$ cat config.mk
export PLATFORM = sky130hd
export DESIGN_NAME = masked_sbox_arbiter
export DESIGN_NICKNAME = d
export VERILOG_FILES = /design/src/rtl/masked_sbox_arbiter_pkg.sv /design/src/rtl/masked_aes_sbox_fwd.sv /design/src/rtl/masked_sbox_tag_pipe.sv /design/src/rtl/masked_sbox_arbiter.sv
export SDC_FILE = /design/constraint.sdc
export NUM_CORES = 1
export LEC_CHECK = 0
export CORE_ASPECT_RATIO = 0.7
export CORE_MARGIN = 3
export CORE_UTILIZATION = 50
export DETAILED_ROUTE_END_ITERATION = 10
export PLACE_DENSITY = 0.7
export SLEW_MARGIN = 30
export SYNTH_ARGS = -nofsm -noshare
export SYNTH_HDL_FRONTEND = slang
export SYNTH_HIERARCHICAL = 1
export SYNTH_SLANG_ARGS = --single-unit
export TNS_END_PERCENT = 30
$ cat constraint.sdc
create_clock -name in_clock -period 24.6 [get_ports in_clock]
set_input_delay 4.92 -clock in_clock [delete_from_list [all_inputs] [get_ports in_clock]]
set_output_delay 4.92 -clock in_clock [all_outputs]
set_load 0.03 [all_outputs]
$ cat src/rtl/masked_sbox_arbiter_pkg.sv
`default_nettype none
// ============================================================================
// Module : aes128_package
// Brief  : Shared types, constants and GF(2^8) helpers for the masked S-box slice.
// Rev    : 1.0  initial release
// ============================================================================
package aes128_package;

  typedef logic [7:0] bv8_t;

  typedef enum logic [1:0] {
    HPC1 = 2'd0,
    HPC2 = 2'd1
  } stage_type_t;

  typedef enum logic {
    SRC_KEY = 1'b0,
    SRC_ST  = 1'b1
  } sbox_src_t;

  typedef struct packed {
    logic      valid;
    sbox_src_t src;
    logic [3:0] idx;
  } sbox_tag_t;

  localparam int c_sbox_latency = 3;

  // Fresh bits consumed per S-box evaluation; scales with the number of share pairs.
  function automatic int num_inv_random(input int shares, input stage_type_t stage);
    int pairs;
    pairs = shares * (shares - 1) / 2;
    return (stage == HPC1) ? 32 * pairs : 24 * pairs;
  endfunction

  function automatic bv8_t gf_mul(input bv8_t a, input bv8_t b);
    bv8_t p;
    bv8_t x;
    bv8_t y;
    p = 8'h00;
    x = a;
    y = b;
    for (int i = 0; i < 8; i++) begin
      if (y[0]) p = p ^ x;
      x = x[7] ? ((x << 1) ^ 8'h1b) : (x << 1);
      y = y >> 1;
    end
    return p;
  endfunction

  // Inverse as x^254 (maps 0 to 0), followed by the AES affine transform.
  function automatic bv8_t sbox_fwd(input bv8_t x);
    bv8_t sq;
    bv8_t inv;
    sq  = x;
    inv = 8'h01;
    for (int i = 1; i < 8; i++) begin
      sq  = gf_mul(sq, sq);
      inv = gf_mul(inv, sq);
    end
    return inv ^ {inv[6:0], inv[7]} ^ {inv[5:0], inv[7:6]} ^
           {inv[4:0], inv[7:5]} ^ {inv[3:0], inv[7:4]} ^ 8'h63;
  endfunction

endpackage
`default_nettype wire

$ cat src/rtl/masked_aes_sbox_fwd.sv
`default_nettype none
// ============================================================================
// Module : masked_aes_sbox_fwd
// Brief  : Pipelined shared AES forward S-box; output re-shared with fresh masks.
// Rev    : 1.0  initial release
// ============================================================================
module masked_aes_sbox_fwd
  import aes128_package::*;
#(
  parameter int          NUM_SHARES = 2,
  parameter stage_type_t STAGE_TYPE = HPC1,
  parameter int          LATENCY    = c_sbox_latency,
  localparam int         NUM_RANDOM = num_inv_random(NUM_SHARES, STAGE_TYPE)
) (
  input  logic                        in_clock,
  input  logic                        in_reset,
  input  bv8_t [NUM_SHARES-1:0]       in_shares,
  input  logic [NUM_RANDOM-1:0]       in_random,
  output bv8_t [NUM_SHARES-1:0]       out_shares
);

  localparam int c_chunks = NUM_RANDOM / 8;

  bv8_t                  w_plain;
  bv8_t                  w_sub;
  bv8_t [NUM_SHARES-1:0] w_masked;
  bv8_t [NUM_SHARES-1:0] r_pipe [LATENCY];

  // Shares 1..N-1 take fresh masks; surplus random chunks fold into share 1.
  always_comb begin
    w_plain = '0;
    for (int i = 0; i < NUM_SHARES; i++) w_plain = w_plain ^ in_shares[i];
    w_sub    = sbox_fwd(w_plain);
    w_masked = '0;
    for (int i = 1; i < NUM_SHARES; i++) w_masked[i] = in_random[8*(i-1) +: 8];
    for (int j = NUM_SHARES - 1; j < c_chunks; j++) w_masked[1] = w_masked[1] ^ in_random[8*j +: 8];
    w_masked[0] = w_sub;
    for (int i = 1; i < NUM_SHARES; i++) w_masked[0] = w_masked[0] ^ w_masked[i];
  end

  always_ff @(posedge in_clock or posedge in_reset) begin
    if (in_reset) begin
      for (int s = 0; s < LATENCY; s++) r_pipe[s] <= '0;
    end else begin
      r_pipe[0] <= w_masked;
      for (int s = 1; s < LATENCY; s++) r_pipe[s] <= r_pipe[s-1];
    end
  end

  assign out_shares = r_pipe[LATENCY-1];

endmodule
`default_nettype wire

$ cat src/rtl/masked_sbox_tag_pipe.sv
`default_nettype none
// ============================================================================
// Module : masked_sbox_tag_pipe
// Brief  : Shift register of S-box ownership tags, depth matched to the S-box.
// Rev    : 1.0  initial release
// ============================================================================
module masked_sbox_tag_pipe
  import aes128_package::*;
#(
  parameter int DEPTH = c_sbox_latency
) (
  input  logic             in_clock,
  input  logic             in_reset,
  input  sbox_tag_t        in_tag,
  output sbox_tag_t        out_tag,
  output logic [DEPTH-1:0] out_valids
);

  sbox_tag_t r_stage [DEPTH];

  always_ff @(posedge in_clock or posedge in_reset) begin
    if (in_reset) begin
      for (int s = 0; s < DEPTH; s++) r_stage[s] <= '0;
    end else begin
      r_stage[0] <= in_tag;
      for (int s = 1; s < DEPTH; s++) r_stage[s] <= r_stage[s-1];
    end
  end

  always_comb begin
    out_valids = '0;
    for (int s = 0; s < DEPTH; s++) out_valids[s] = r_stage[s].valid;
  end

  assign out_tag = r_stage[DEPTH-1];

endmodule
`default_nettype wire

$ cat src/rtl/masked_sbox_arbiter.sv
`default_nettype none
// ============================================================================
// Module : masked_sbox_arbiter
// Brief  : Round-robin sharing of one masked S-box between key schedule and
//          SubBytes. Option MASKED_SBOX_ARB_ZEROIZE_EN zeroes idle byte outputs.
// Rev    : 1.0  initial release
// ============================================================================
module masked_sbox_arbiter
  import aes128_package::*;
#(
  parameter int          NUM_SHARES   = 2,
  parameter stage_type_t STAGE_TYPE   = HPC1,
  parameter int          SBOX_LATENCY = c_sbox_latency,
  localparam int         NUM_RANDOM   = num_inv_random(NUM_SHARES, STAGE_TYPE)
) (
  input  logic                  in_clock,
  input  logic                  in_reset,
  input  logic                  in_key_valid,
  input  bv8_t [NUM_SHARES-1:0] in_key_byte,
  input  logic [1:0]            in_key_idx,
  output logic                  out_key_ready,
  input  logic                  in_st_valid,
  input  bv8_t [NUM_SHARES-1:0] in_st_byte,
  input  logic [3:0]            in_st_idx,
  output logic                  out_st_ready,
  input  logic [NUM_RANDOM-1:0] in_random,
  input  logic                  in_random_valid,
  output logic                  out_key_valid,
  output bv8_t [NUM_SHARES-1:0] out_key_byte,
  output logic [1:0]            out_key_idx,
  output logic                  out_st_valid,
  output bv8_t [NUM_SHARES-1:0] out_st_byte,
  output logic [3:0]            out_st_idx,
  output logic                  out_busy,
  output logic                  out_rand_err
);

  logic                    w_issue;
  logic                    w_grant_key;
  logic                    w_grant_st;
  logic                    r_last_key;
  logic                    r_rand_err;
  bv8_t [NUM_SHARES-1:0]   w_sbox_in;
  bv8_t [NUM_SHARES-1:0]   w_sbox_out;
  sbox_tag_t               w_tag_in;
  sbox_tag_t               w_tag_out;
  logic [SBOX_LATENCY-1:0] w_tag_valids;

  // Key wins unless state also requests and key took the previous slot.
  assign w_issue     = !in_reset && in_random_valid && (in_key_valid || in_st_valid);
  assign w_grant_key = w_issue && in_key_valid && (!in_st_valid || !r_last_key);
  assign w_grant_st  = w_issue && !w_grant_key;

  assign out_key_ready = w_grant_key;
  assign out_st_ready  = w_grant_st;

  always_ff @(posedge in_clock or posedge in_reset) begin
    if (in_reset) begin
      r_last_key <= 1'b0;
    end else if (w_issue) begin
      r_last_key <= w_grant_key;
    end
  end

  // Idle cycles feed all-zero shares so no stale secret reaches the gadget.
  always_comb begin
    w_sbox_in = '0;
    if (w_grant_key) w_sbox_in = in_key_byte;
    else if (w_grant_st) w_sbox_in = in_st_byte;
  end

  always_comb begin
    w_tag_in       = '0;
    w_tag_in.valid = w_issue;
    w_tag_in.src   = w_grant_st ? SRC_ST : SRC_KEY;
    w_tag_in.idx   = w_grant_key ? {2'b00, in_key_idx} : (w_grant_st ? in_st_idx : 4'h0);
  end

  masked_aes_sbox_fwd #(
    .NUM_SHARES (NUM_SHARES),
    .STAGE_TYPE (STAGE_TYPE),
    .LATENCY    (SBOX_LATENCY)
  ) u_sbox (
    .in_clock   (in_clock),
    .in_reset   (in_reset),
    .in_shares  (w_sbox_in),
    .in_random  (in_random),
    .out_shares (w_sbox_out)
  );

  masked_sbox_tag_pipe #(
    .DEPTH      (SBOX_LATENCY)
  ) u_tag_pipe (
    .in_clock   (in_clock),
    .in_reset   (in_reset),
    .in_tag     (w_tag_in),
    .out_tag    (w_tag_out),
    .out_valids (w_tag_valids)
  );

  always_ff @(posedge in_clock or posedge in_reset) begin
    if (in_reset) begin
      r_rand_err <= 1'b0;
    end else if (!in_random_valid && (|w_tag_valids)) begin
      r_rand_err <= 1'b1;
    end
  end

  assign out_rand_err  = r_rand_err;
  assign out_busy      = (|w_tag_valids) || w_issue;
  assign out_key_valid = w_tag_out.valid && (w_tag_out.src == SRC_KEY);
  assign out_st_valid  = w_tag_out.valid && (w_tag_out.src == SRC_ST);
  assign out_key_idx   = w_tag_out.idx[1:0];
  assign out_st_idx    = w_tag_out.idx;

`ifdef MASKED_SBOX_ARB_ZEROIZE_EN
  assign out_key_byte = out_key_valid ? w_sbox_out : '0;
  assign out_st_byte  = out_st_valid  ? w_sbox_out : '0;
`else
  assign out_key_byte = w_sbox_out;
  assign out_st_byte  = w_sbox_out;
`endif

endmodule
`default_nettype wire

After elaboration in Yosys (flattened, before gate mapping)
Index checks and enable logic that the tools add are counted.

Logic and storage cells: 442. Flip-flop bits (word level): 68. Input bits: 75.

Bitwise operators: 200. Reduce and logical (&&, ||, !) cells: 17. Mux-type cells: 208.

Operator list (count): 8-bit two-way mux (105); 8-bit XOR (100); 5-bit two-way mux (92); 4-bit NOT (92); 16-bit two-way mux (2); 4-bit two-way mux (3); 1-bit logical AND (8); 7-bit two-way mux (1); 1-bit NOT, first input constant (7); 6-bit two-way mux (1); 1-bit zero test (5); 1-bit logical OR (3); 3-bit two-way mux (1); 3-bit OR reduction (1); 1-bit two-way mux (2); 2-bit two-way mux (1); 1-bit NOT (1).

Depth between registers and ports, before layout
Gate-level depths: netlist of the first run.

Depth after elaboration: 143. Gate-level depth with buffers: 67. Mapped depth without buffers: 54.

Modules after synthesis
The synthesis of the first run kept the hierarchy.

By module, submodules not included: masked_aes_sbox_fwd (times used 1, area each 16439.5 µm², cells each 2056); masked_sbox_arbiter (times used 1, area each 689.4 µm², cells each 84); masked_sbox_tag_pipe (times used 1, area each 521.8 µm², cells each 28).

Least setup slack after synthesis of the first run
No wires, ideal clock.

Path kind: input to register. Start point: input port in_random_valid. End point: register u_sbox/r_pipe[32] (netlist bit). Data arrival time: 20.172 ns. Setup time: 0.129 ns. Path slack: 4.299 ns. Stages on the path: 60. Path through: and3b_2 buf_6 a32o_1 xnor2_1 inv_2 buf_2 ha_1 xor3_1 mux2_2 xnor2_2 ha_1 clkbuf_1 nand2_1 xor2_1 xnor2_1 inv_2 clkbuf_1 ha_1 [... 24 more ...] a21oi_1 xnor2_1 xnor3_2 xnor3_2 xnor2_1 nor2_2 xnor2_1 xnor3_2 xor2_2 xor2_4 nor2_2 xnor3_1 xnor3_1 xor3_1 xnor2_2 xnor2_2 xnor3_1 xor2_1.

RTL lines: start: declaration (RTL line masked_sbox_arbiter.sv:27) `input logic in_random_valid,`; end: declaration (RTL line masked_aes_sbox_fwd.sv:27) `bv8_t [NUM_SHARES-1:0] r_pipe [LATENCY];`.

==> flow_summary.yaml, run 1 <==
finish:
  n_fill_cell: 3070
  diodes: 0
  layout-drive-gt1-share_pct: 10.8
  multiInputGateArea_um2: 15000
  area.sequential_um2: 1700
  layout_commonest_cell: "xnor2_1"
  fin_area_um2: 19500
  syn_to_final_growth_pct: 10.5
  layout.nets: 2273
  layout_common_cells: "xnor2_1, nor2_1, nand2_1"
drt:
  ant_nets: 0
  firstDrtPassIters: 6
  wl_per_cell_um: 20.1
  viasPerCell: 6.18
  drt_iter0_markers: 2123
  drc: 0
  vias: 16400
  routed_wl_um: 53600
die:
  fp.dieH_um: 163
  initial_core_util_pct: 51.7
  num_rows: 56
  core_area_um2: 34100
  dieWidth_um: 231
  pin_count: 119
  dieArea_um2: 37600
sta:
  setup_violations: 0
  slew_violations: 0
  period_needed_ns: 23.03
  rsz0062_at_grt: "false"
  skew_ns: 0.00541
  max_freq_mhz: 43.4
  relSlewSlack_pct: 33.1
  tns_ns: 0
  hold_viol_final: 0
  worst_slew_pin_slew_ns: 0.996
  min_period_over_period_pct: 93.6
global_route:
  grt_pass1_wl_um: 84500
  track_usage_pct: 27.5
  grt-ovfl-total: 0
  grt_pass1_vias: 15100
  grt_max_degree: 49
  antenna_found_initial: 0
worst_hold_path:
  worstHoldStart: "u_sbox/r_pipe[24]"
  holdCritPathClass: "flop to flop"
  min_path_cells: 0
  min_to: "u_sbox/out_shares[8]"
logic_synthesis:
  synth_area_um2: 17700
  syn-num-nets: 2250
  synth_cell_types: 100
  syn_area_per_cell_um2: 8.14
  yosys_warnings: 6
  synth_async_sr_flop_share_pct: 100
  ys_seq_area_share_pct: 9.64
  ys_seq_elements: 68
  synth_edf_count: 0
  synth_ff_type: "dfrtp_1"
  synthesis.instances: 2168
clock_network:
  clockRootBuffer: "clkbuf_16"
  clk_pin_slew_ns: 0.06
  ctsResizeCount: 0
  cts.sinks: 68
  htreeDepth: 3
  cts_buffers: 9
  clock_latency_ns: 0.32
  tritoncts: "done"
  post_cts_buffers: 0
  postCtsHoldBufs: 0
  clk_path_buf_depth: 2
worst_setup_path:
  r2r_setup_slack_ns: 6.09
  max_stage_delay_ns: 0.91
  worstPathArrival_ns: 23.23
  reg2reg_from: "r_last_key"
  cp-start-kind: "primary input"
  slowest_stage: "clkdlybuf4s50_1"
  critPathMaxFanout: 22
  rr_endpoint: "u_sbox/r_pipe[32]"
  r2r_cells: 56
  cp_common_cell: "xnor2_1"
  cp-end-kind: "flop"
  worstSetupPathType: "primary input to flop"
  crit_required_ns: 24.80
placement:
  io_buffer_count: 118
  place.gp.congestion: 0.948
  hpwl_um: 40300
  place_area_um2: 19100
status:
  outcome: "complete, no violations"
flow_run:
  cap_violations: 0
## worst max path at each step
stage	to	from	cells past startpoint	slack (ns)
after floorplan	u_sbox/r_pipe[32]	in_random_valid	60	4.30
after global placement	u_sbox/r_pipe[36]	in_st_valid	51	1.96
after detailed placement	u_sbox/r_pipe[32]	in_st_valid	57	1.72
after CTS	u_sbox/r_pipe[32]	in_st_valid	57	1.97
after global routing	u_sbox/r_pipe[32]	in_st_valid	57	0.50
final	u_sbox/r_pipe[32]	in_st_valid	57	1.57
## through the flow
stage / worst slack (ns) / utilization [%] / hold WS (ns) / std cells
6_report: 1.57 / 57.1 / 0.341 / 2660
5_1_grt: 0.495 / 57.1 / 0.351 / 2660
4_1_cts: 1.97 / 57.0 / 0.343 / 2660
3_5_place_dp: 1.72 / 56.1 / 0.335 / 2644
3_3_place_gp: 1.96 / 56.0 / 0.331 / 2644
2_1_floorplan: 4.30 / - / 0.331 / 2168
## layer usage
metal / GRT usage, % / share of wire, %
met1: 42.7 / 46
met2: 40.8 / 42
met3: 4.32 / 11
met4: 3.96 / 0.91
met5: 0 / 0
## worst max-delay path: cells and delay by family
family	cells	cell delay, ns
adders and majority gates	3	1.33
buffers and inverters	7	2.15
xor gates and xnor gates	14	5.10
muxes	5	1.56
AOI/OAI and AO/OA	13	3.37
and+or+nand+nor	15	4.75
## cells in the mapped netlist, types with 8 or more instances
| cell type | n | share of area, % |
|---|---|---|
| nor4_1 | 15 | 0.53 |
| inv_1 | 20 | 0.43 |
| o22ai_1 | 38 | 1.3 |
| o31ai_1 | 8 | 0.34 |
| a211o_1 | 11 | 0.55 |
| nor3_1 | 57 | 1.6 |
| or3_1 | 22 | 0.78 |
| a211oi_1 | 21 | 0.89 |
| xnor3_1 | 84 | 11 |
| and3_1 | 22 | 0.78 |
| clkbuf_1 | 96 | 2.0 |
| nor2_1 | 273 | 5.8 |
| nand4_1 | 8 | 0.28 |
| xnor3_2 | 17 | 2.3 |
| mux2i_1 | 52 | 2.9 |
| o21ai_1 | 10 | 0.28 |
| nand3_1 | 56 | 1.6 |
| a22oi_1 | 22 | 0.94 |
| xnor2_1 | 361 | 18 |
| buf_4 | 52 | 2.2 |
| a21boi_0 | 19 | 0.81 |
| nand2b_1 | 9 | 0.32 |
| o21ai_0 | 75 | 2.1 |
| xor2_2 | 12 | 1.1 |
| a32oi_1 | 8 | 0.40 |
| a32o_1 | 21 | 1.2 |
| xnor2_2 | 22 | 2.0 |
| dfrtp_1 | 68 | 9.6 |
| a21o_1 | 13 | 0.55 |
| a31oi_1 | 20 | 0.71 |
| a21oi_1 | 94 | 2.7 |
| xor3_1 | 11 | 1.5 |
| nand2_1 | 195 | 4.1 |
| buf_2 | 26 | 0.74 |
| xnor2_4 | 8 | 1.2 |
| xor2_1 | 99 | 4.9 |
| mux2_2 | 11 | 0.70 |
| o211ai_1 | 20 | 0.85 |
| and2_1 | 17 | 0.60 |
## area by class of cell
cell class	instances	area share (%)
flip-flops and latches	68	8.73
clock buffers	9	1.16
inverters	28	0.558
repair buffers	198	9.14
clock inverters	7	0.507
multi-input cells	1886	76.9
well taps	464	2.98
## cell families (layout without fill, tap and decap cells)
kind of cell,after synthesis,after routing,synth area share (%)
AOI/OAI and AO/OA,472,472,18.7
buffers and inverters,214,242,6.15
and+or+nand+nor,720,720,18.4
adders and majority gates,7,7,0.496
xor gates and xnor gates,621,621,42.7
muxes,66,66,3.86
DFF,68,68,9.64
## state kept, by name (all words and copies together) (netlist names)
signal                 count
out_rand_err               1
r_last_key                 1
u_sbox/out_shares         16
u_sbox/r_pipe             32
u_tag_pipe/out_tag         6
u_tag_pipe/out_valids      2
u_tag_pipe/r_stage        10
Power of run 1 is not shown: default switching activity piles up to over one toggle a cycle in this logic, so the estimate is an artifact.
==> run 2: changes to the inputs <==
--- a/config.mk
+++ b/config.mk
@@ -9,6 +9,7 @@
 export CORE_MARGIN = 3
 export CORE_UTILIZATION = 50
 export DETAILED_ROUTE_END_ITERATION = 10
+export GPL_ROUTABILITY_DRIVEN = 0
 export PLACE_DENSITY = 0.7
 export SLEW_MARGIN = 30
 export SYNTH_ARGS = -nofsm -noshare
==> run 2 against run 1 <==
  * Critical path depth fell by 7
  * Clock-buffer cell count is 1 higher
  * Register-to-register slack got worse by 0.39 ns
  * First-iteration DRC count increased by 5.9%
  * Final cell count fell by 0.34%
  * Wire length rose by 0.34%
==> flow_summary.yaml, run 2 (synthesis results as in run 1) <==
worst_setup_path:
  crit_required_ns: 24.82
  max_stage_delay_ns: 0.90
  rr_endpoint: "u_sbox/r_pipe[38]"
  r2r_cells: 49
  cp-end-kind: "flop"
  cp-start-kind: "primary input"
  slowest_stage: "clkdlybuf4s50_1"
  startpoint: "in_st_valid"
  crit_end: "u_sbox/r_pipe[38]"
  reg2reg_from: "r_last_key"
  worstSetupPathType: "primary input to flop"
  critPathMaxFanout: 22
  worstPathArrival_ns: 23.60
  r2r_setup_slack_ns: 5.70
clock_network:
  post_cts_buffers: 0
  clk_path_buf_depth: 2
  ctsResizeCount: 0
  cts_buffers: 9
  clockRootBuffer: "clkbuf_16"
  tritoncts: "done"
  cts.sinks: 68
  clock_latency_ns: 0.32
  clk_pin_slew_ns: 0.05
  postCtsHoldBufs: 0
  htreeDepth: 3
sta:
  max_freq_mhz: 42.8
  rsz0062_at_grt: "false"
  min_period_over_period_pct: 95.0
  setup_ws_ns: 1.22
  hold_viol_final: 0
  tns_ns: 0
  hold_ws_ns: 0.341
  slew_violations: 0
  skew_ns: 0.00385
  period_needed_ns: 23.38
  relSlewSlack_pct: 31.2
  worst_slew_pin_slew_ns: 1.02
  setup_violations: 0
drt:
  firstDrtPassIters: 8
  wl_per_cell_um: 20.3
  viasPerCell: 6.20
  vias: 16400
  routed_wl_um: 53800
  drt_iter0_markers: 2248
  drc: 0
  ant_nets: 0
finish:
  fin_area_um2: 19400
  layout.nets: 2265
  layout_common_cells: "xnor2_1, nor2_1, nand2_1"
  layout_commonest_cell: "xnor2_1"
  diodes: 0
  syn_to_final_growth_pct: 9.85
  layout-drive-gt1-share_pct: 10.4
  largest_reg_flops: 32
  regMostFlops: "u_sbox/r_pipe"
status:
  outcome: "complete, no violations"
flow_run:
  cap_violations: 0
global_route:
  track_usage_pct: 27.6
  grt_pass1_vias: 15200
  grt-ovfl-total: 0
  antenna_found_initial: 0
  grt_max_degree: 49
  grt_pass1_wl_um: 85100
worst_hold_path:
  worstHoldStart: "u_tag_pipe/r_stage[15]"
  holdCritPathClass: "flop to flop"
placement:
  hpwl_um: 40300
  pre_cts_ws_ns: 1.34
  io_buffer_count: 118
  place_area_um2: 19100
die:
  initial_core_util_pct: 51.7
  dieArea_um2: 37600
  core_area_um2: 34100
  pin_count: 119
  fp.dieH_um: 163
  num_rows: 56
  dieWidth_um: 231
## run 2: layout make-up
type	count	area (µm²)
sequential	68	1700
tap	464	581
inverter	28	109
multi-input combinational	1886	15000
clock inverter	5	53.8
clock buffer	10	229
timing repair buffer	190	1720
fill	3089	14700
## run 2: worst min path at each step
stage | to | slack (ns) | cells past startpoint
final | u_tag_pipe/r_stage[9] | 0.34 | 0
after global placement | u_tag_pipe/r_stage[6] | 0.33 | 0
after CTS | u_sbox/r_pipe[30] | 0.34 | 0
after detailed placement | u_sbox/out_shares[12] | 0.33 | 0
after global routing | u_tag_pipe/r_stage[9] | 0.35 | 0
after floorplan | u_sbox/out_shares[0] | 0.33 | 0
## run 2: through the flow
stage | utilization (%) | std cells
finish | 56.8 | 2651
CTS | 56.7 | 2651
global route | 56.8 | 2651
floorplan | - | 2168
detailed placement | 55.9 | 2636
global placement | 55.9 | 2636
## run 2: layer usage
layer	wire, µm	vias up	track usage (%)
met5	0	-	0
met4	633	0	4.33
met3	6020	62	5.06
met2	22300	959	40.6
met1	24800	7839	42.5
li1	-	7587	-
## run 2: critical path: cells and delay by family
family / cells / cell delay [ns]
buf+inv: 3 / 1.24
mux: 1 / 0.35
fa+ha+maj: 1 / 0.34
xor+xnor: 31 / 12.98
simple gates: 7 / 1.57
compound gates: 7 / 2.16
Power of run 2 is left out for the same reason.
==> run 3: changes to the inputs <==
--- a/config.mk
+++ b/config.mk
@@ -7,10 +7,10 @@
 export LEC_CHECK = 0
 export CORE_ASPECT_RATIO = 0.7
 export CORE_MARGIN = 3
-export CORE_UTILIZATION = 50
+export CORE_UTILIZATION = 30
 export DETAILED_ROUTE_END_ITERATION = 10
 export GPL_ROUTABILITY_DRIVEN = 0
-export PLACE_DENSITY = 0.7
+export PLACE_DENSITY = 0.47
 export SLEW_MARGIN = 30
 export SYNTH_ARGS = -nofsm -noshare
 export SYNTH_HDL_FRONTEND = slang
==> run 3 against run 2 <==
  * Non-clock buffer count grew 17
  * Die area grew 64%
  * Critical path depth grew 3
  * First-iteration DRC count decreased by 32%
  * Critical path type unchanged
  * Highest routed layer unchanged
==> flow_summary.yaml, run 3 (synthesis results as in run 1) <==
finish:
  layout.nets: 2282
  n_fill_cell: 5923
  regMostFlops: "u_sbox/r_pipe"
  layout_commonest_cell: "xnor2_1"
  area.sequential_um2: 1700
  multiInputGateArea_um2: 15000
  diodes: 0
  layout-drive-gt1-share_pct: 11.1
  syn_to_final_growth_pct: 12.9
  largest_reg_flops: 32
  layout_common_cells: "xnor2_1, nor2_1, nand2_1"
worst_setup_path:
  worstSetupPathType: "primary input to flop"
  crit_required_ns: 24.79
  r2r_setup_slack_ns: 5.62
  r2r_cells: 52
  max_stage_delay_ns: 0.89
  cp-end-kind: "flop"
  worstPathArrival_ns: 23.42
  reg2reg_from: "r_last_key"
  rr_endpoint: "u_sbox/r_pipe[34]"
  slowest_stage: "xnor3_1"
  cp-start-kind: "primary input"
  critPathMaxFanout: 21
sta:
  slew_violations: 0
  rsz0062_at_grt: "false"
  min_period_over_period_pct: 94.5
  tns_ns: 0
  hold_viol_final: 0
  period_needed_ns: 23.24
  relSlewSlack_pct: 37.3
  worst_slew_pin_slew_ns: 0.939
  skew_ns: 0.00410
  setup_violations: 0
  max_freq_mhz: 43.0
placement:
  io_buffer_count: 118
  hpwl_um: 44900
clock_network:
  clk_path_buf_depth: 2
  clock_latency_ns: 0.32
  postCtsHoldBufs: 0
  cts.sinks: 68
  post_cts_buffers: 0
  clockRootBuffer: "clkbuf_16"
  ctsResizeCount: 0
  clk_pin_slew_ns: 0.05
  htreeDepth: 3
  cts_buffers: 9
  tritoncts: "done"
die:
  core_area_um2: 57500
  fp.dieH_um: 209
  pin_count: 119
  initial_core_util_pct: 30.7
  dieArea_um2: 61800
  num_rows: 73
  dieWidth_um: 296
global_route:
  grt-ovfl-total: 0
  antenna_found_initial: 0
  grt_pass1_wl_um: 91500
  track_usage_pct: 18.5
  grt_max_degree: 49
  grt_pass1_vias: 15000
drt:
  drt_iter0_markers: 1532
  routed_wl_um: 59400
  ant_nets: 0
  viasPerCell: 5.47
  drc: 0
  vias: 16200
  wl_per_cell_um: 20.1
  firstDrtPassIters: 8
worst_hold_path:
  worstHoldStart: "u_sbox/r_pipe[38]"
  min_to: "u_sbox/r_pipe[22]"
  min_path_cells: 0
  holdCritPathClass: "flop to flop"
flow_run:
  cap_violations: 0
status:
  outcome: "complete, no violations"
## run 3: metrics by stage
step | setup WS (ns) | cells | area [µm²] | util, % | hold slack [ns]
2_1_floorplan | 4.30 | 2168 | 17700 | - | 0.331
3_3_place_gp | 1.61 | 2939 | 19600 | 34.1 | 0.332
3_5_place_dp | 1.46 | 2939 | 19600 | 34.1 | 0.335
4_1_cts | 1.76 | 2954 | 19900 | 34.6 | 0.347
5_1_grt | 0.354 | 2954 | 19900 | 34.7 | 0.349
6_report | 1.36 | 2954 | 19900 | 34.7 | 0.344
## run 3: worst max-delay path: cells and delay by family
family	cells	cell delay (ns)
fa+ha+maj	1	0.33
xor+xnor	27	11.08
buf+inv	5	1.26
compound gates	12	3.67
mux	2	0.38
simple gates	6	1.74
## run 3: worst max-delay path by stage
stage | from | to | cells after the start
floorplan | in_random_valid | u_sbox/r_pipe[32] | 60
global placement | in_key_valid | u_sbox/r_pipe[36] | 53
detailed placement | in_key_valid | u_sbox/r_pipe[36] | 53
CTS | in_key_valid | u_sbox/r_pipe[34] | 53
global route | in_key_valid | u_sbox/r_pipe[34] | 53
finish | in_key_valid | u_sbox/r_pipe[34] | 53
## run 3: routing by layer
layer | up-vias | GRT usage, % | part of all wire [%]
met4 | 0 | 1.69 | 0.47
met1 | 7931 | 30.7 | 53
met3 | 27 | 1.66 | 6.1
li1 | 7635 | - | -
met2 | 575 | 26.1 | 41
met5 | - | 0 | 0
## run 3: cell type report
class	count	area share (%)
tap	750	4.71
timing repair buffer	207	9.28
clock inverter	4	0.370
sequential	68	8.54
inverter	28	0.553
clock buffer	11	1.22
multi-input combinational	1886	75.3
Power of run 3 is left out for the same reason.
==> RTL change 1, RTL diff (settings of run 2) <==
Build with the macro `MASKED_SBOX_ARB_ZEROIZE_EN` defined.
--- a/src/rtl/masked_sbox_arbiter.sv
+++ b/src/rtl/masked_sbox_arbiter.sv
@@ -5,6 +5,8 @@
 //          SubBytes. Option MASKED_SBOX_ARB_ZEROIZE_EN zeroes idle byte outputs.
 // Rev    : 1.0  initial release
 // ============================================================================
+`define MASKED_SBOX_ARB_ZEROIZE_EN
+
 module masked_sbox_arbiter
   import aes128_package::*;
 #(
Check against the original RTL: not equivalent (a bounded check fails within 4 cycles, from zero or initial values and one cycle with in_reset high).
==> RTL change 1 against run 2 <==
Non-clock buffer count grew 6; area after synthesis up 0.59%; routed wire length decreased by 1.8%; worst hold slack improved by 0.0018 ns; worst setup slack worse by 0.13 ns; clock skew increased by 0.00068 ns; design area is 1.5% higher; critical path depth did not move; sequential share of layout area fell by 0.13 points; sequential cell count is the same; register-to-register slack worse by 0.10 ns; highest routed layer unchanged.
Power is not shown: default switching activity piles up to over one toggle a cycle in this logic, so the estimate is an artifact.
==> RTL change 1: results (changes against run 2) <==
* R2R setup slack at 5.60 ns (-0.10 ns)
* GRT met2 Usage at 39.7% (-0.95 points)
* Vias in the first global route at 15122 (-0.57%)
* Wire length on met2 at 22000 um (-1.4%)
* CTS buffer count at 9 (unchanged)
* Total GRT Usage at 27.1% (-0.52 points)
* # diodes at 0 (unchanged)
* Peak Freq at 42.5 MHz (-0.54%)
* Initial antenna violation count at 0 (unchanged)
* Worst Skew at 0.00453 ns (+0.000684 ns)
* Dpl ws at 1.15 ns (-0.191 ns)
* Met1 usage at 42.6% (+0.11 points)
* Synth cell types at 101 (+1.0%)
* Top cells by area, synth: xnor2_1, xnor3_1, dfrtp_1
* PostCTS Resize Cnt at 0 (unchanged)
* Met3 wire length at 5700 um (-5.3%)
* Seq/Total Area, Yosys at 9.58% (-0.056 points)
* Syn nets at 2269 (+0.84%)
* First-pass GRT wire length at 84300 um (-0.91%)
* Clk root buf: clkbuf_16
* Initial DRC Count at 2312 (+2.8%)
* Filler Cells Inserted at 3038 (-1.7%)
* Slew HR at 30.9% (-0.35 points)
* Worst hold margin at 0.343 ns (+0.00175 ns)
* WL/cell at 19.6 um (-3.5%)
* Top_reg_cell synth: dfrtp_1
* Post-DP HPWL at 40200 um (-0.33%)
* Outcome: finished clean
* Placed cell area at 19300 sq um (+1.4%)
* Share of cells above drive strength 1 at 10.6% (+0.13 points)
* Critical path fanouts, max at 22 (unchanged)
* Synth cell count leaders: xnor2_1, nor2_1, nand2_1, xor2_1, clkbuf_1
* Largest net degree at the start of global routing at 49 (unchanged)
* Met3 Use GR at 4.38% (-0.68 points)
* Wire length on met1 at 24600 um (-0.75%)
* Mean post-synth cell area at 8.12 sq um (-0.29%)
* WP data arrival at 23.74 ns (+0.14 ns)
* Cells after DPL at 2682 (+1.7%)
* Routed WL at 52800 um (-1.8%)
* Vias at 16635 (+1.1%)
* Pre-Repair DR Iteration Count at 6 (-2)
* Largest stage delay on the critical path at 0.92 ns (+0.02 ns)
RTL change 1: cell count changes in the layout (fill, tap and decap cells not counted), sizes merged:
cell / change
bufinv: +1
and3: +16
clkbuf: -1
buf: +6
clkinv: -2
clkinvlp: +1
and2: +16
inv: +2
RTL change 1: final cells by class:
cell class / instances / area [sq um] / area share, %
Timing Repair Buffer: 196 / 1770 / 8.98
Clock inverter: 7 / 98.8 / 0.502
Inverter: 28 / 109 / 0.553
Clock buffer: 9 / 225 / 1.14
Sequential cell: 68 / 1700 / 8.64
Tap cell: 472 / 591 / 3.00
Multi-Input combinational cell: 1918 / 15200 / 77.2
RTL change 1: worst max-delay path, delay by kind of cell:
kind | cells | cell delay, ns
XOR/XNOR | 28 | 12.21
AO/OA/AOI/OAI | 9 | 3.09
AND/OR/NAND/NOR | 8 | 1.66
buffers and inverters | 3 | 1.28
adder cells (fa/ha/maj) | 1 | 0.34
multiplexers | 1 | 0.16
RTL change 1: worst paths after layout:
| check | startpoint | to | depth (start not counted) |
|---|---|---|---|
| worst max-delay path | in_st_valid | u_sbox/r_pipe[38] | 50 |
| worst min-delay path | u_tag_pipe/r_stage[10] | u_tag_pipe/out_tag[4] | 0 |
| worst max register to register | r_last_key | u_sbox/r_pipe[38] | 49 |
| worst min register to register | u_tag_pipe/r_stage[10] | u_tag_pipe/out_tag[4] | 0 |
| max in group asynchronous | in_reset | u_sbox/out_shares[8] | 2 |
| min in group asynchronous | in_reset | r_last_key | 2 |
RTL change 1: kinds of logic after synthesis:
kind of cell               share of synthesized area, %
AOI/OAI and AO/OA                                  18.6
xor gates and xnor gates                           42.5
adders and majority gates                         0.493
buffers and inverters                              5.53
DFF                                                9.58
muxes                                              3.84
and+or+nand+nor                                    19.4
==> RTL change 2, RTL diff (flow settings as in run 2) <==
Made on the original files. Reset style: synchronous (`in_reset`), changed in 4 clocked blocks.
--- a/src/rtl/masked_aes_sbox_fwd.sv
+++ b/src/rtl/masked_aes_sbox_fwd.sv
@@ -38,7 +38,7 @@
     for (int i = 1; i < NUM_SHARES; i++) w_masked[0] = w_masked[0] ^ w_masked[i];
   end
 
-  always_ff @(posedge in_clock or posedge in_reset) begin
+  always_ff @(posedge in_clock) begin
     if (in_reset) begin
       for (int s = 0; s < LATENCY; s++) r_pipe[s] <= '0;
     end else begin
--- a/src/rtl/masked_sbox_tag_pipe.sv
+++ b/src/rtl/masked_sbox_tag_pipe.sv
@@ -18,7 +18,7 @@
 
   sbox_tag_t r_stage [DEPTH];
 
-  always_ff @(posedge in_clock or posedge in_reset) begin
+  always_ff @(posedge in_clock) begin
     if (in_reset) begin
       for (int s = 0; s < DEPTH; s++) r_stage[s] <= '0;
     end else begin
--- a/src/rtl/masked_sbox_arbiter.sv
+++ b/src/rtl/masked_sbox_arbiter.sv
@@ -54,7 +54,7 @@
   assign out_key_ready = w_grant_key;
   assign out_st_ready  = w_grant_st;
 
-  always_ff @(posedge in_clock or posedge in_reset) begin
+  always_ff @(posedge in_clock) begin
     if (in_reset) begin
       r_last_key <= 1'b0;
     end else if (w_issue) begin
@@ -98,7 +98,7 @@
     .out_valids (w_tag_valids)
   );
 
-  always_ff @(posedge in_clock or posedge in_reset) begin
+  always_ff @(posedge in_clock) begin
     if (in_reset) begin
       r_rand_err <= 1'b0;
     end else if (!in_random_valid && (|w_tag_valids)) begin
Behaviour: differs if in_reset is asserted again (counterexample within 4 cycles, from zero or initial values and one cycle with in_reset high); with in_reset held inactive, the same outputs for 4 cycles.
==> RTL change 2 against run 2 <==
Non-clock buffer count is 4 lower; maximum frequency is 0.35% higher; area after synthesis is 1.9% higher; sequential cell count stayed put; sequential share of layout area is 1.9 points lower; worst hold slack better by 0.091 ns; critical path type unchanged; design area is 1.8% higher; worst setup slack better by 0.082 ns; routed wire length is 1.6% lower.
Power is left out: the tool's default activity adds up to more than one toggle a clock period on the data nets, which glitch-free logic cannot reach.
==> RTL change 2: results (changes against run 2) <==
* WHS Endpoint: u_sbox/r_pipe[0][33]
* Worst Skew at 0.00892 ns (+0.00507 ns)
* Slew HR at 36.3% (+5.0 points)
* Synth cell count leaders: xnor2_1, nor2_1, nand2_1, a21oi_1, xor2_1
* Setup violators final at 0 (unchanged)
* Top cells by area, synth: xnor2_1, xnor3_1, dfxtp_1
* H-tree depth at 3 (unchanged)
* Placed cell area at 19400 sq um (+1.5%)
* Largest stage delay on the critical path at 0.80 ns (-0.10 ns)
* Vias per cell at 6.00 (-3.3%)
* Post-DP HPWL at 39700 um (-1.6%)
* Number of I/O port buffers at 118 (unchanged)
* First-pass GRT wire length at 83800 um (-1.5%)
* Clock-pin slew on the worst setup and hold paths at roughly 0.06 ns
* Critical path fanouts, max at 22 (unchanged)
* Routed WL at 52900 um (-1.6%)
* Clk_lat worst skew at roughly 0.33 ns
* Clk root buf: clkbuf_16
* Dpl ws at 0.948 ns (-0.391 ns)
* Hold Vio Cnt, Final at 0 (unchanged)
* Crit-path slowest cell: xnor3_1
* Worst-Margin Slew at 0.949 ns (-0.0754 ns)
* HP Class: reg2reg
* CTS buffer count at 9 (unchanged)
* Setup Buffers After CTS at 0 (unchanged)
* Worst Hold Depth at 1 (+1)
* Filler Cells Inserted at 3153 (+2.1%)
* Initial DRC Count at 2158 (-4.0%)
* Area Overhead vs Synth at 9.70%
* Worst reg2reg path startpoint: r_last_key
* # diodes at 0 (unchanged)
* Async SR Flop Fraction at 0% (-100 points)
* Hold path startpoint: u_sbox/r_pipe[0][17]
* Regs by FF count: u_sbox/r_pipe (48), u_tag_pipe/r_stage (18)
* Total GRT Usage at 26.8% (-0.84 points)
* Initial antenna violation count at 0 (unchanged)
* Share of cells above drive strength 1 at 10.1% (-0.36 points)
* Outcome: finished clean
* PostCTS Resize Cnt at 0 (unchanged)
* WP data arrival at 23.48 ns (-0.12 ns)
* YS warnings at 6 (unchanged)
* R2r endpoint: u_sbox/r_pipe[0][7]
* Peak Freq at 42.9 MHz (+0.35%)
* Synth cell types at 98 (-2.0%)
* R2R setup slack at 6.09 ns (+0.39 ns)
* Seq/Total Area, Yosys at 7.57% (-2.1 points)
* Pre-Repair DR Iteration Count at 6 (-2)
* Vias in the first global route at 15075 (-0.88%)
* Top_reg_cell synth: dfxtp_1
* Syn nets at 2359 (+4.8%)
* Worst r2r path cells at 63 (+29%)
* Largest net degree at the start of global routing at 69 (+41%)
* Clk buf depth at 2 (unchanged)
-- RTL change 2: cell types whose count changed after synthesis, moves of 15 or more --
cell      before  now
a21boi_0      19    1
a32o_1        21    3
dfrtp_1       68    0
dfxtp_1        0   68
nor2_1       273  301
nor2b_1        7   59
nor3_1        57   96
xnor2_1      361  392
xnor2_2       22   37
-- RTL change 2: cells by family (layout without fill, tap and decap cells) --
logic type,count (synthesis),in the layout,share of synthesized area (%)
multiplexers,70,70,4.09
AND/OR/NAND/NOR,817,817,20.7
AO/OA/AOI/OAI,434,434,16.1
adder cells (fa/ha/maj),7,7,0.487
buffers and inverters,209,218,5.99
flip-flops,68,68,7.57
XOR/XNOR,672,672,45.1
-- RTL change 2: routing by layer --
metal / GRT usage [%] / vias to the layer above / share of wire [%]
li1: - / 7830 / -
met1: 40.9 / 7712 / 45
met2: 39.2 / 957 / 42
met3: 5.79 / 48 / 12
met4: 3.55 / 0 / 1.0
met5: 0 / - / 0
-- RTL change 2: critical path, delay by kind of cell --
kind                       cells  cell delay [ns]
xor gates and xnor gates      21             7.35
and+or+nand+nor               13             2.50
AOI/OAI and AO/OA              9             2.39
muxes                          7             2.36
buffers and inverters         10             2.26
adders and majority gates      4             1.70
-- RTL change 2: final cells by class --
| class | instances | area share, % |
|---|---|---|
| inverter | 16 | 0.304 |
| sequential | 68 | 6.90 |
| clock inverter | 7 | 0.418 |
| timing repair buffer | 186 | 8.55 |
| multi-input combinational | 2000 | 79.7 |
| tap | 472 | 2.99 |
| clock buffer | 9 | 1.14 |
-- RTL change 2: worst max path at each step --
| stage | start | to | cells past startpoint |
|---|---|---|---|
| floorplan | in_random_valid | u_sbox/r_pipe[0][7] | 61 |
| global placement | in_random_valid | u_sbox/r_pipe[0][5] | 59 |
| detailed placement | in_random_valid | u_sbox/r_pipe[0][5] | 61 |
| CTS | in_random_valid | u_sbox/r_pipe[0][7] | 61 |
| global route | in_random_valid | u_sbox/r_pipe[0][7] | 63 |
| finish | in_random_valid | u_sbox/r_pipe[0][7] | 64 |
-- RTL change 2: metrics by stage --
step	instances	hold WS, ns
after detailed placement	2742	0.425
final	2758	0.432
after CTS	2758	0.436
after global placement	2742	0.417
after global routing	2758	0.448
after floorplan	2277	0.414
